## src/rtl/spi_test_slave.sv

```systemverilog
// spi_test_slave: SPI mode-0 slave that emulates an external microphone/ADC.
// The SPI pins are oversampled on clk (at least 8x sck); nothing runs on sck.
// Commands: 0x9F device ID, 0x03 sample stream, 0x02 write step, 0x05 read step.
// Optional: define SPI_TEST_LOOPBACK_EN to add command 0xAA (echo previous byte).
module spi_test_slave #(
    parameter logic [15:0] DEVICE_ID  = 16'hC0DE,
    parameter logic [7:0]  RESET_STEP = 8'd1
) (
    input  logic clk,
    input  logic reset,
    input  logic spi_csb,
    input  logic spi_sck,
    input  logic spi_sdi,
    output logic spi_sdo
);

    localparam logic [2:0] S_IDLE   = 3'd0;
    localparam logic [2:0] S_CMD    = 3'd1;
    localparam logic [2:0] S_ID     = 3'd2;
    localparam logic [2:0] S_SAMPLE = 3'd3;
    localparam logic [2:0] S_WSTEP  = 3'd4;
    localparam logic [2:0] S_RSTEP  = 3'd5;
    localparam logic [2:0] S_DONE   = 3'd6;
`ifdef SPI_TEST_LOOPBACK_EN
    localparam logic [2:0] S_LOOP   = 3'd7;
`endif

    // [0]/[1] form the synchroniser, [2] is the history flop for edge detection
    logic [2:0]  csb_s, sck_s;
    logic [1:0]  sdi_s;

    logic [2:0]  state;
    logic [2:0]  bit_cnt;
    logic [7:0]  rx_shift, tx_shift;
    logic [15:0] sample_cnt;
    logic [7:0]  step;
    logic        phase;     // ID: low byte already loaded; SAMPLE: low byte in flight
    logic        lockout;   // set by reset, cleared once csb is seen high

    logic        csb_rise, csb_fall, sck_rise, sck_fall;
    logic [7:0]  rx_next;
    logic [15:0] sample_next;

    // Pin synchronisers; left unreset so they track the pins through reset
    always_ff @(posedge clk) begin
        csb_s <= {csb_s[1:0], spi_csb};
        sck_s <= {sck_s[1:0], spi_sck};
        sdi_s <= {sdi_s[0], spi_sdi};
    end

    // Edge detects, next receive byte and next sample value
    always_comb begin
        csb_rise    =  csb_s[1] & ~csb_s[2];
        csb_fall    = ~csb_s[1] &  csb_s[2];
        sck_rise    =  sck_s[1] & ~sck_s[2];
        sck_fall    = ~sck_s[1] &  sck_s[2];
        rx_next     = {rx_shift[6:0], sdi_s[1]};
        sample_next = sample_cnt + {8'h00, step};
    end

    // Transaction FSM, shift registers and sample counter
    always_ff @(posedge clk) begin
        if (reset) begin
            spi_sdo    <= 1'b0;
            sample_cnt <= 16'h0000;
            step       <= RESET_STEP;
            state      <= S_IDLE;
            bit_cnt    <= 3'd0;
            rx_shift   <= 8'h00;
            tx_shift   <= 8'h00;
            phase      <= 1'b0;
            lockout    <= 1'b1;
        end else begin
            if (csb_s[1])
                lockout <= 1'b0;

            if (csb_rise) begin
                // end of transaction wins over any coincident sck edge
                state    <= S_IDLE;
                spi_sdo  <= 1'b0;
                bit_cnt  <= 3'd0;
                rx_shift <= 8'h00;
                tx_shift <= 8'h00;
            end else if (csb_fall && !lockout) begin
                state    <= S_CMD;
                spi_sdo  <= 1'b0;
                bit_cnt  <= 3'd0;
                rx_shift <= 8'h00;
                tx_shift <= 8'h00;
                phase    <= 1'b0;
            end else if (state != S_IDLE) begin
                if (sck_rise) begin
                    rx_shift <= rx_next;
                    bit_cnt  <= bit_cnt + 3'd1;
                    if (bit_cnt == 3'd7) begin
                        // byte boundary: load the next response byte
                        case (state)
                            S_CMD: begin
                                phase <= 1'b0;
                                case (rx_next)
                                    8'h9F: begin state <= S_ID;     tx_shift <= DEVICE_ID[15:8]; end
                                    8'h03: begin state <= S_SAMPLE; tx_shift <= sample_cnt[15:8]; end
                                    8'h02: begin state <= S_WSTEP;  tx_shift <= 8'h00; end
                                    8'h05: begin state <= S_RSTEP;  tx_shift <= step; end
`ifdef SPI_TEST_LOOPBACK_EN
                                    8'hAA: begin state <= S_LOOP;   tx_shift <= 8'h00; end
`endif
                                    default: begin state <= S_DONE; tx_shift <= 8'h00; end
                                endcase
                            end
                            S_ID: begin
                                tx_shift <= phase ? 8'h00 : DEVICE_ID[7:0];
                                phase    <= 1'b1;
                            end
                            S_SAMPLE: begin
                                if (!phase) begin
                                    tx_shift <= sample_cnt[7:0];
                                    phase    <= 1'b1;
                                end else begin
                                    // whole sample has been shifted out
                                    sample_cnt <= sample_next;
                                    tx_shift   <= sample_next[15:8];
                                    phase      <= 1'b0;
                                end
                            end
                            S_WSTEP: begin
                                step     <= rx_next;
                                state    <= S_DONE;
                                tx_shift <= 8'h00;
                            end
                            S_RSTEP: tx_shift <= step;
`ifdef SPI_TEST_LOOPBACK_EN
                            S_LOOP:  tx_shift <= rx_next;
`endif
                            default: tx_shift <= 8'h00;
                        endcase
                    end
                end else if (sck_fall) begin
                    spi_sdo  <= (state == S_CMD || state == S_DONE) ? 1'b0 : tx_shift[7];
                    tx_shift <= {tx_shift[6:0], 1'b0};
                end
            end
        end
    end

endmodule

```

## config.mk

```make
export PLATFORM = sky130hd
export DESIGN_NAME = spi_test_slave
export DESIGN_NICKNAME = d
export VERILOG_FILES = /design/src/rtl/spi_test_slave.sv
export SDC_FILE = /design/constraint.sdc
export NUM_CORES = 1
export LEC_CHECK = 0
export BUFFER_PORTS_ARGS = -buffer_cell sky130_fd_sc_hd__clkbuf_2
export CORE_ASPECT_RATIO = 1.75
export CORE_MARGIN = 5
export CORE_UTILIZATION = 60
export DETAILED_ROUTE_END_ITERATION = 16
export PLACE_DENSITY = 0.81
export SLEW_MARGIN = 5
export SYNTH_ARGS = -nofsm -noshare
export SYNTH_HDL_FRONTEND = slang
export SYNTH_SLANG_ARGS = --single-unit
export TNS_END_PERCENT = 5
```

## constraint.sdc

```tcl
create_clock -name clk -period 3.9 [get_ports clk]
set_clock_uncertainty 0.05 [all_clocks]
set_input_delay 0.78 -clock clk [delete_from_list [all_inputs] [get_ports clk]]
set_output_delay 0.78 -clock clk [all_outputs]
set_load 0.005 [all_outputs]
```

==> results of run 1 <==
[cells in the final DEF (no fill, tap or decap), types with 9 or more instances in the layout]
master and instances:
inv_1 10, nand4_1 9, a21oi_1 37, nand2_1 60, mux2i_1 11, o21ai_0 17
nand3_1 17, nor2_1 26, ha_1 10, dfxtp_1 56, o211ai_1 9
[power groups by stage]
stage | combinational [mW] | sequential [mW] | clock, mW
2_1_floorplan | 0.0268 | 0.594 | 0
3_3_place_gp | 0.0348 | 0.597 | 0
3_5_place_dp | 0.0349 | 0.597 | 0
4_1_cts | 0.0351 | 0.584 | 0.339
5_1_grt | 0.0387 | 0.586 | 0.358
6_report | 0.0354 | 0.584 | 0.328
[routing by layer]
metal	global-route usage, %	vias to the layer above	wire length, um
li1	-	1480	-
met3	2.821	45	397
met2	45.44	121	4395
met1	29.53	1460	3266
met5	0	-	0
met4	18.84	0	775
[stage by stage]
step                      cells  hold WS (ns)  setup slack, ns  instance area [sq um]  power (mW)
after floorplan             413        0.2596            1.719                   3276      0.6213
after global placement      468        0.2600            1.315                   3303      0.6320
after detailed placement    468        0.2628            1.285                   3303      0.6323
after CTS                   476        0.2870            1.356                   3395      0.9579
after global routing        476        0.3036            1.186                   3395      0.9824
final                       476        0.2870            1.343                   3395      0.9480
[path summary, 6_finish.rpt]
path / start / to / slack, ns / cells past startpoint
hold reg to reg: csb_s[0]$_DFF_P_ / csb_s[1]$_DFF_P_ / 0.29 / 0
setup / recovery: bit_cnt[0]$_SDFFE_PP0P_ / sample_cnt[13]$_SDFFE_PP0P_ / 1.34 / 7
setup reg to reg: bit_cnt[0]$_SDFFE_PP0P_ / sample_cnt[13]$_SDFFE_PP0P_ / 1.34 / 7
hold / removal: csb_s[0]$_DFF_P_ / csb_s[1]$_DFF_P_ / 0.29 / 0
[registers in the layout, indices dropped and copies added, names as in the netlist]
register,cells
bit_cnt,3
csb_s,3
lockout,1
phase,1
rx_shift,7
sample_cnt,16
sck_s,3
sdi_s,2
spi_sdo,1
state,3
step,8
tx_shift,8
[cell type report]
cell class                      instances  area share, %
Clock buffer                            5          2.027
Clock inverter                          3         0.6635
Inverter                               10          1.106
Multi-Input combinational cell        320          59.05
Sequential cell                        56          33.03
Tap cell                               74          2.728
Timing Repair Buffer                    8          1.401
[cell families after synthesis]
kind of cell	count (synthesis)
simple gates	167
mux	11
xor+xnor	13
buf+inv	37
compound gates	118
fa+ha+maj	11
flops	56
==> out/metrics.csv, run 1 <==
metric,value,unit
status,completed,
CTS tree,done,
Period minus WS final,2.557,ns
Worst slew margin,33.32,%
die width,65.86,um
post-synthesis mux area share,3.361,%
ANT nets after route,0,
CP max FO,17,
CP Data Arrival Time,2.75,ns
I/O Buffers,5,
switching part of the total power,24.28,%
DRT Pass-1 Iters,5,
row count,35,
register area share after synthesis,34.22,%
vias in the first global route,2974,
Crit-path slowest cell,or4_1,
largest net degree at the start of global routing,29,
hold buffers post-CTS,0,
Power Dens Cells,279.3,nW/um^2
initial antenna violation count,0,
"FF+latch count, synth",56,
fraction of registers with async set/reset,0,%
final setup fails,0,
number of synthesized flops with an enable pin,0,
post-DR vias/cell,6.525,
Final HPWL DP,6.645,mm
top cell type's share of synthesized area,34.22,%
clock sink total,56,
largest family of logic cells by synthesized area,simple AND/OR/NAND/NOR gates,
RD Place Congestion,0.9460,
highest clock rate,391.1,MHz
clock share of power,34.6,%
crit-path max cell delay,0.60,ns
number of synthesis warnings,0,
CP Buf/Inv Count,0,
fin util,64.06,%
Synth cell types,61,
die area,7096,sq um
Setup TNS,0,ns
XOR/XNOR Fraction of Synth Area,3.476,%
maximum VDD drop,167.7,uV
Syn Nets,429,
switching power,0.2302,mW
Pleak,1.163,nW
first-pass GRT wire length,14.49,mm
final period utilization,65.56,%
n_diodes,0,
"Cell Area, Synth",3276,sq um
routed vias,3106,
Synth Area in Simple Gates,26.17,%
Resized Gates After CTS,0,
DRT iter0 DRCs,299,
worst slew pin tran,0.9863,ns
clock tree buffer depth,2,
Routed WL per cell,18.56,um
overall global routing resource usage,26.51,%
max cap viols,0,
Num CTS Buffers,5,
io pins,6,
CP Capture Type,flip-flop,
Startpoint Class,flip-flop,
Int Pwr,0.7178,mW
most frequent cell after synthesis,nand2_1,
drt drc,0,
average instance area after synthesis,7.931,sq um
Post-synth top cells,"60 x nand2_1, 56 x dfxtp_1, 37 x a21oi_1, 26 x nor2_1, 22 x clkbuf_1",
nets,417,
Starting Density,61.82,%
final WL,8.835,mm
Hold Crit Class,flip-flop to flip-flop,
depth of the CTS H-tree,2,
kind of critical path,flip-flop to flip-flop,
Final Hold Vio Count,0,
Seq. cell area,1121,sq um
Critical Path RT,4.09,ns
Synth Area in Compound Gates,23.57,%
root buffer cell,clkbuf_8,
clock transition at the registers of the reported paths,0.11,ns
sequential fraction of design power,61.6,%
"Remaining Overflow, GRT",0,
unrepaired setup endpoints after global routing,false,
Slew Limit Fails,0,
layout cell share with drive strength beyond 1,8.209,%
worst skew pair latency,0.31,ns
core footprint,5299,sq um
critical path's top delay family,simple AND/OR/NAND/NOR gates,
"Top cell by count, worst path",ha_1,
Post-Synth Adder-Cell Area,4.431,%
Gate power share,3.7,%
crit path cell chain,ha_1 > ha_1 > nand3b_1 > nor3_1 > nand2_1 > or4_1 > a21oi_1,
"Top FF cell, synth",dfxtp_1,
area grow syn2layout,3.629,%
Post-Synthesis Cells,413,
Multi-input gate area,2004,sq um
largest area contributor in the netlist,dfxtp_1,
Filler cells,474,
die height,107.7,um
post-CTS setup buffers,0,
"top cells by area, synth","dfxtp_1 34%, nand2_1 6.9%, a21oi_1 5.7%",
(Power assumes the default switching activity.)
==> run 2, diff against run 1 <==
- ABC_AREA: default -> 1
- clock period: 3.9 -> 2.5 ns (I/O delays scaled with it)
==> out/metrics.csv, run 2 <==
metric,value,unit,change
unrepaired setup endpoints after global routing,false,,unchanged
overall global routing resource usage,24.33,%,was 26.51%
Synth cell types,34,,was 61
Post-Synthesis Cells,492,,was 413
I/O Buffers,5,,unchanged
max cap viols,0,,unchanged
RD Place Congestion,0.9871,,was 0.9460
nets,516,,was 417
max reg flops,16,,unchanged
"FF+latch count, synth",56,,unchanged
depth of the CTS H-tree,2,,unchanged
routed vias,3171,,"was 3,106"
CTS tree,done,,unchanged
kind of critical path,flip-flop to flip-flop,,unchanged
clock tree buffer depth,2,,unchanged
ANT nets after route,0,,unchanged
largest register by flop count,sample_cnt,,unchanged
n_diodes,0,,unchanged
top cell type's share of synthesized area,34.37,%,was 34.22%
post-CTS setup buffers,0,,unchanged
Startpoint Class,flip-flop,,unchanged
final period utilization,86.74,%,was 65.56%
core footprint,5299,sq um,unchanged
die area,7069,sq um,was 7096 sq um
maximum VDD drop,384.4,uV,was 167.7 uV
Routed WL per cell,13.72,um,was 18.56 um
clock sink total,56,,unchanged
final setup fails,0,,unchanged
Starting Density,61.56,%,was 61.82%
root buffer cell,clkbuf_8,,unchanged
first-pass GRT wire length,13.57,mm,was 14.49 mm
register area share after synthesis,34.37,%,was 34.22%
CP Data Arrival Time,2.32,ns,was 2.75 ns
number of synthesis warnings,0,,unchanged
largest net degree at the start of global routing,23,,was 29
Slew Limit Fails,0,,unchanged
Num CTS Buffers,5,,unchanged
Power Dens Cells,477.7,nW/um^2,was 279.3 nW/um^2
Pleak,1.668,nW,was 1.163 nW
worst skew pair latency,0.31,ns,about the same
CP Capture Type,flip-flop,,unchanged
hold buffers post-CTS,0,,unchanged
"Top FF cell, synth",dfxtp_1,,unchanged
layout cell share with drive strength beyond 1,9.780,%,was 8.209%
die height,107.5,um,was 107.7 um
CP max FO,4,,was 17
fraction of registers with async set/reset,0,%,unchanged
"top cells by area, synth","dfxtp_1 34%, nand2_1 15%, inv_1 8.5%",,"was dfxtp_1 34%, nand2_1 6.9%, a21oi_1 5.7%"
drt drc,0,,unchanged
"commonest non-fill, non-tap cells in the layout","130 x nand2_1, 74 x inv_1, 56 x dfxtp_1, 50 x a21oi_1, 40 x nand3_1",,"was 60 x nand2_1, 56 x dfxtp_1, 37 x a21oi_1, 26 x nor2_1"
Final HPWL DP,6.121,mm,was 6.645 mm
top flop regs,"sample_cnt x16, step x8, tx_shift x8",,unchanged
"most common cell after layout, fill and taps aside",nand2_1,,unchanged
Syn Nets,508,,was 429
Post-synth top cells,"130 x nand2_1, 74 x inv_1, 56 x dfxtp_1, 50 x a21oi_1, 40 x nand3_1",,"was 60 x nand2_1, 56 x dfxtp_1, 37 x a21oi_1, 26 x nor2_1, 22 x clkbuf_1"
Setup TNS,0,ns,unchanged
worst slew pin tran,0.6054,ns,was 0.9863 ns
clock transition at the registers of the reported paths,0.10,ns,was 0.11 ns
status,completed,,unchanged
Period minus WS final,2.169,ns,was 2.557 ns
area grow syn2layout,7.250,%,was 3.629%
vias in the first global route,3153,,"was 2,974"
Resized Gates After CTS,0,,unchanged
initial antenna violation count,0,,unchanged
average instance area after synthesis,6.630,sq um,was 7.931 sq um
row count,35,,unchanged
largest area contributor in the netlist,dfxtp_1,,unchanged
fin util,66.02,%,was 64.06%
DRT Pass-1 Iters,6,,was 5
DRT iter0 DRCs,218,,was 299
die width,65.74,um,was 65.86 um
final WL,7.891,mm,was 8.835 mm
"Remaining Overflow, GRT",0,,unchanged
most frequent cell after synthesis,nand2_1,,unchanged
Critical Path RT,2.65,ns,was 4.09 ns
number of synthesized flops with an enable pin,0,,unchanged
Final Hold Vio Count,0,,unchanged
"Cell Area, Synth",3262,sq um,was 3276 sq um
io pins,6,,unchanged
Hold Crit Class,input port to flip-flop,,was flip-flop to flip-flop
post-DR vias/cell,5.515,,was 6.525
highest clock rate,461.1,MHz,was 391.1 MHz
Worst slew margin,59.51,%,was 33.32%
-- run 2: cell types whose count changed after synthesis, moves of 7 or more --
cell and delta:
nand2_1 +70, nand3_1 +23, inv_1 +64, o21ai_0 +15, mux2i_1 -11, o21ai_1 +11, inv_2 +7, clkbuf_1 -18
a21oi_1 +13
-- run 2: final cells by class --
| type | instances | area [sq um] |
|---|---|---|
| inverter | 83 | 314.1 |
| clock buffer | 5 | 68.82 |
| multi-input combinational | 343 | 1763 |
| timing repair buffer | 11 | 70.07 |
| fill | 486 | 1800 |
| tap | 74 | 92.59 |
| clock inverter | 3 | 68.82 |
| sequential | 56 | 1121 |
-- run 2: final timing paths --
check                                     startpoint                  endpoint  slack, ns  depth (start not counted)
worst max register to register  step[0]$_SDFFE_PP1P_  tx_shift[0]$_SDFFE_PP0P_       0.33                         12
worst min register to register      sdi_s[0]$_DFF_P_          sdi_s[1]$_DFF_P_       0.29                          0
worst max-delay path            step[0]$_SDFFE_PP1P_  tx_shift[0]$_SDFFE_PP0P_       0.33                         12
worst min-delay path                         spi_csb          csb_s[0]$_DFF_P_       0.23                          1
-- run 2: per-layer routing --
layer	track usage [%]	share of wire (%)
met3	3.239	3.8
met5	0	0
met1	25.69	39
met4	15.73	5.7
met2	43.58	52
-- run 2: logic make-up after synthesis --
logic type / after synthesis / share of synthesized area [%]
and+or+nand+nor: 215 / 29.27
AOI/OAI and AO/OA: 111 / 18.72
buffers and inverters: 93 / 11.58
DFF: 56 / 34.37
adders and majority gates: 11 / 4.450
xor gates and xnor gates: 6 / 1.611
-- run 2: power by group --
| group | leakage, nW | total [mW] | internal (mW) | switching, mW |
|---|---|---|---|---|
| clock | 0.0687 | 0.704 | 0.403 | 0.301 |
| combinational | 1.14 | 0.0577 | 0.0170 | 0.0407 |
| sequential | 0.455 | 0.910 | 0.902 | 0.00729 |
-- run 2: worst max-delay path: stages (launching register included) --
cell,delay (ns)
dfxtp_1,0.34
ha_1,0.21
fa_1,0.41
nand3_1,0.11
nand3_1,0.14
nand2_1,0.12
nand2_1,0.08
nand2_1,0.06
nand2_1,0.06
o21ai_0,0.21
nand2_1,0.12
nand2_1,0.09
a21oi_2,0.05
-- run 2: through the flow --
step	power, mW	cells	worst slack, ns	cell area [sq um]	hold WS, ns
floorplan	0.9676	492	0.6249	3262	0.2596
global placement	0.9853	567	0.4418	3361	0.2637
detailed placement	0.9871	567	0.4000	3361	0.2660
CTS	1.680	575	0.3860	3498	0.2262
global route	1.728	575	0.2206	3498	0.2151
finish	1.671	575	0.3315	3498	0.2313
==> run 3, diff against run 2 <==
- CORE_UTILIZATION: 60 -> 55
- PLACE_DENSITY: 0.81 -> 0.75
==> out/metrics.csv, run 3 (same netlist as run 2, synthesis figures left out) <==
metric,value,unit,change
status,completed,,unchanged
"most common cell after layout, fill and taps aside",nand2_1,,unchanged
clock tree buffer depth,2,,unchanged
Final HPWL DP,6.136,mm,was 6.121 mm
depth of the CTS H-tree,2,,unchanged
reg2reg start,sample_cnt[0]$_SDFFE_PP0P_,,was step[0]$_SDFFE_PP1P_
top flop regs,"sample_cnt x16, step x8, tx_shift x8",,unchanged
die height,111.9,um,was 107.5 um
Gate power share,3.5,%,about the same
area grow syn2layout,6.252,%,was 7.250%
Multi-input gate area,1763,sq um,unchanged
final period utilization,86.04,%,was 86.74%
Power Dens Cells,449.3,nW/um^2,was 477.7 nW/um^2
overall global routing resource usage,23.78,%,was 24.33%
crit path cell chain,ha_1 > fa_1 > nand3_1 > nand3_1 > nand2_1 > nand2_1 > nand2_1 > nand2_1 > nand2_1 > nand3_1 > nand2_1 > nand2_1 > nand2_1 > a21oi_1,,was ha_1 > fa_1 > nand3_1 > nand3_1 > nand2_1 > nand2_1 > nand2_1 > nand2_1 > o21ai_0 > nand2_1 > nand2_1 > a21oi_2
Crit-path slowest cell,fa_1,,unchanged
nets,515,,was 516
CP Buf/Inv Count,0,,unchanged
critical path's top delay family,simple AND/OR/NAND/NOR gates,,unchanged
Slew Limit Fails,0,,unchanged
die width,68.22,um,was 65.74 um
worst slew pin tran,0.5500,ns,was 0.6054 ns
Seq. cell area,1121,sq um,unchanged
max cap viols,0,,unchanged
CP max FO,4,,unchanged
"Power, Total",1.557,mW,was 1.671 mW
Period minus WS final,2.151,ns,was 2.169 ns
sequential fraction of design power,58.5,%,was 54.4%
"Remaining Overflow, GRT",0,,unchanged
clock transition at the registers of the reported paths,0.10,ns,about the same
routed vias,3056,,"was 3,171"
Starting Density,55.92,%,was 61.56%
Startpoint Class,flip-flop,,unchanged
hold depth,1,,unchanged
crit-path max cell delay,0.42,ns,was 0.41 ns
largest net degree at the start of global routing,23,,unchanged
r2r setup slk,0.35,ns,was 0.33 ns
unrepaired setup endpoints after global routing,false,,unchanged
Filler cells,570,,was 486
kind of critical path,flip-flop to flip-flop,,unchanged
worst r2r dst,tx_shift[6]$_SDFFE_PP0P_,,was tx_shift[0]$_SDFFE_PP0P_
vias in the first global route,3070,,"was 3,153"
R2R depth,14,,was 12
Stages on worst setup path,14,,was 12
CP Launch Point,sample_cnt[0]$_SDFFE_PP0P_,,was step[0]$_SDFFE_PP1P_
switching part of the total power,21.89,%,was 20.86%
area post-placement,3358,sq um,was 3361 sq um
largest register by flop count,sample_cnt,,unchanged
highest clock rate,464.9,MHz,was 461.1 MHz
io pins,6,,unchanged
hold buffers post-CTS,0,,unchanged
ANT nets after route,0,,unchanged
Pleak,1.649,nW,was 1.668 nW
"Top cell by count, worst path",nand2_1,,unchanged
initial antenna violation count,0,,unchanged
row count,37,,was 35
final setup fails,0,,unchanged
first-pass GRT wire length,13.88,mm,was 13.57 mm
Int Pwr,1.216,mW,was 1.323 mW
die area,7632,sq um,was 7069 sq um
DRT Pass-1 Iters,4,,was 6
Setup TNS,0,ns,unchanged
CP Data Arrival Time,2.30,ns,was 2.32 ns
Hold Crit Class,input port to flip-flop,,unchanged
DRT iter0 DRCs,186,,was 218
final WL,7.904,mm,was 7.891 mm
worst skew pair latency,0.31,ns,about the same
post-route cell area,3466,sq um,was 3498 sq um
switching power,0.3409,mW,was 0.3486 mW
layout cell share with drive strength beyond 1,9.400,%,was 9.780%
I/O Buffers,5,,unchanged
Final Hold Vio Count,0,,unchanged
max reg flops,16,,unchanged
CP Capture Type,flip-flop,,unchanged
Worst slew margin,63.21,%,was 59.51%
post-DR vias/cell,5.287,,was 5.515
core footprint,5833,sq um,was 5299 sq um
"commonest non-fill, non-tap cells in the layout","130 x nand2_1, 74 x inv_1, 56 x dfxtp_1, 50 x a21oi_1, 40 x nand3_1",,unchanged
Setup crit end,tx_shift[6]$_SDFFE_PP0P_,,was tx_shift[0]$_SDFFE_PP0P_
Resized Gates After CTS,0,,unchanged
clock sink total,56,,unchanged
CTS tree,done,,unchanged
drt drc,0,,unchanged
Critical Path RT,2.65,ns,about the same
n_diodes,0,,unchanged
Routed WL per cell,13.67,um,was 13.72 um
root buffer cell,clkbuf_8,,unchanged
clock share of power,38.0,%,was 42.1%
post-CTS setup buffers,0,,unchanged
maximum VDD drop,533.0,uV,was 384.4 uV
Num CTS Buffers,5,,unchanged
RD Place Congestion,1.001,,was 0.9871
run 3: per-stage QoR:
| step | utilization [%] | worst slack (ns) | std cells | hold WS [ns] |
|---|---|---|---|---|
| CTS | 59.42 | 0.3510 | 578 | 0.2209 |
| finish | 59.42 | 0.3490 | 578 | 0.2298 |
| global route | 59.42 | 0.1609 | 578 | 0.2198 |
| global placement | 57.57 | 0.4584 | 570 | 0.2640 |
| detailed placement | 57.57 | 0.3768 | 570 | 0.2647 |
| floorplan | - | 0.6249 | 492 | 0.2596 |
run 3: worst min path at each step:
stage | startpoint | end | slack, ns
floorplan | csb_s[0]$_DFF_P_ | csb_s[1]$_DFF_P_ | 0.26
global placement | sdi_s[0]$_DFF_P_ | sdi_s[1]$_DFF_P_ | 0.26
detailed placement | sdi_s[0]$_DFF_P_ | sdi_s[1]$_DFF_P_ | 0.26
CTS | spi_sdi | sdi_s[0]$_DFF_P_ | 0.22
global route | spi_csb | csb_s[0]$_DFF_P_ | 0.22
finish | spi_sdi | sdi_s[0]$_DFF_P_ | 0.23
run 3: layer usage:
layer	vias to the layer above	wire (um)	GRT usage (%)	part of all wire, %
li1	1596	-	-	-
met1	1370	3205	26.89	41
met2	52	3945	39.18	50
met3	38	175	3.431	2.2
met4	0	577	16.60	7.3
met5	-	0	0	0
run 3: cell type report:
cell class / count / share of cell area, %
Multi-Input combinational cell: 343 / 50.87
Sequential cell: 56 / 32.35
Inverter: 83 / 9.061
Tap cell: 78 / 2.816
Clock buffer: 6 / 2.094
Timing Repair Buffer: 10 / 1.805
Clock inverter: 2 / 1.011
run 3: power by group through the flow:
stage          Sequential (mW)  Clock (mW)  Combinational, mW
2_1_floorplan            0.928           0             0.0392
4_1_cts                  0.911       0.607             0.0542
6_report                 0.911       0.592             0.0542
3_3_place_gp             0.932           0             0.0539
5_1_grt                  0.913       0.648             0.0612
3_5_place_dp             0.932           0             0.0544
run 3: worst register-to-register path, delay by kind of cell (launching register included):
family | cells | cell delay (ns)
AO/OA/AOI/OAI | 1 | 0.05
adder cells (fa/ha/maj) | 2 | 0.65
flip-flops | 1 | 0.32
AND/OR/NAND/NOR | 11 | 0.98
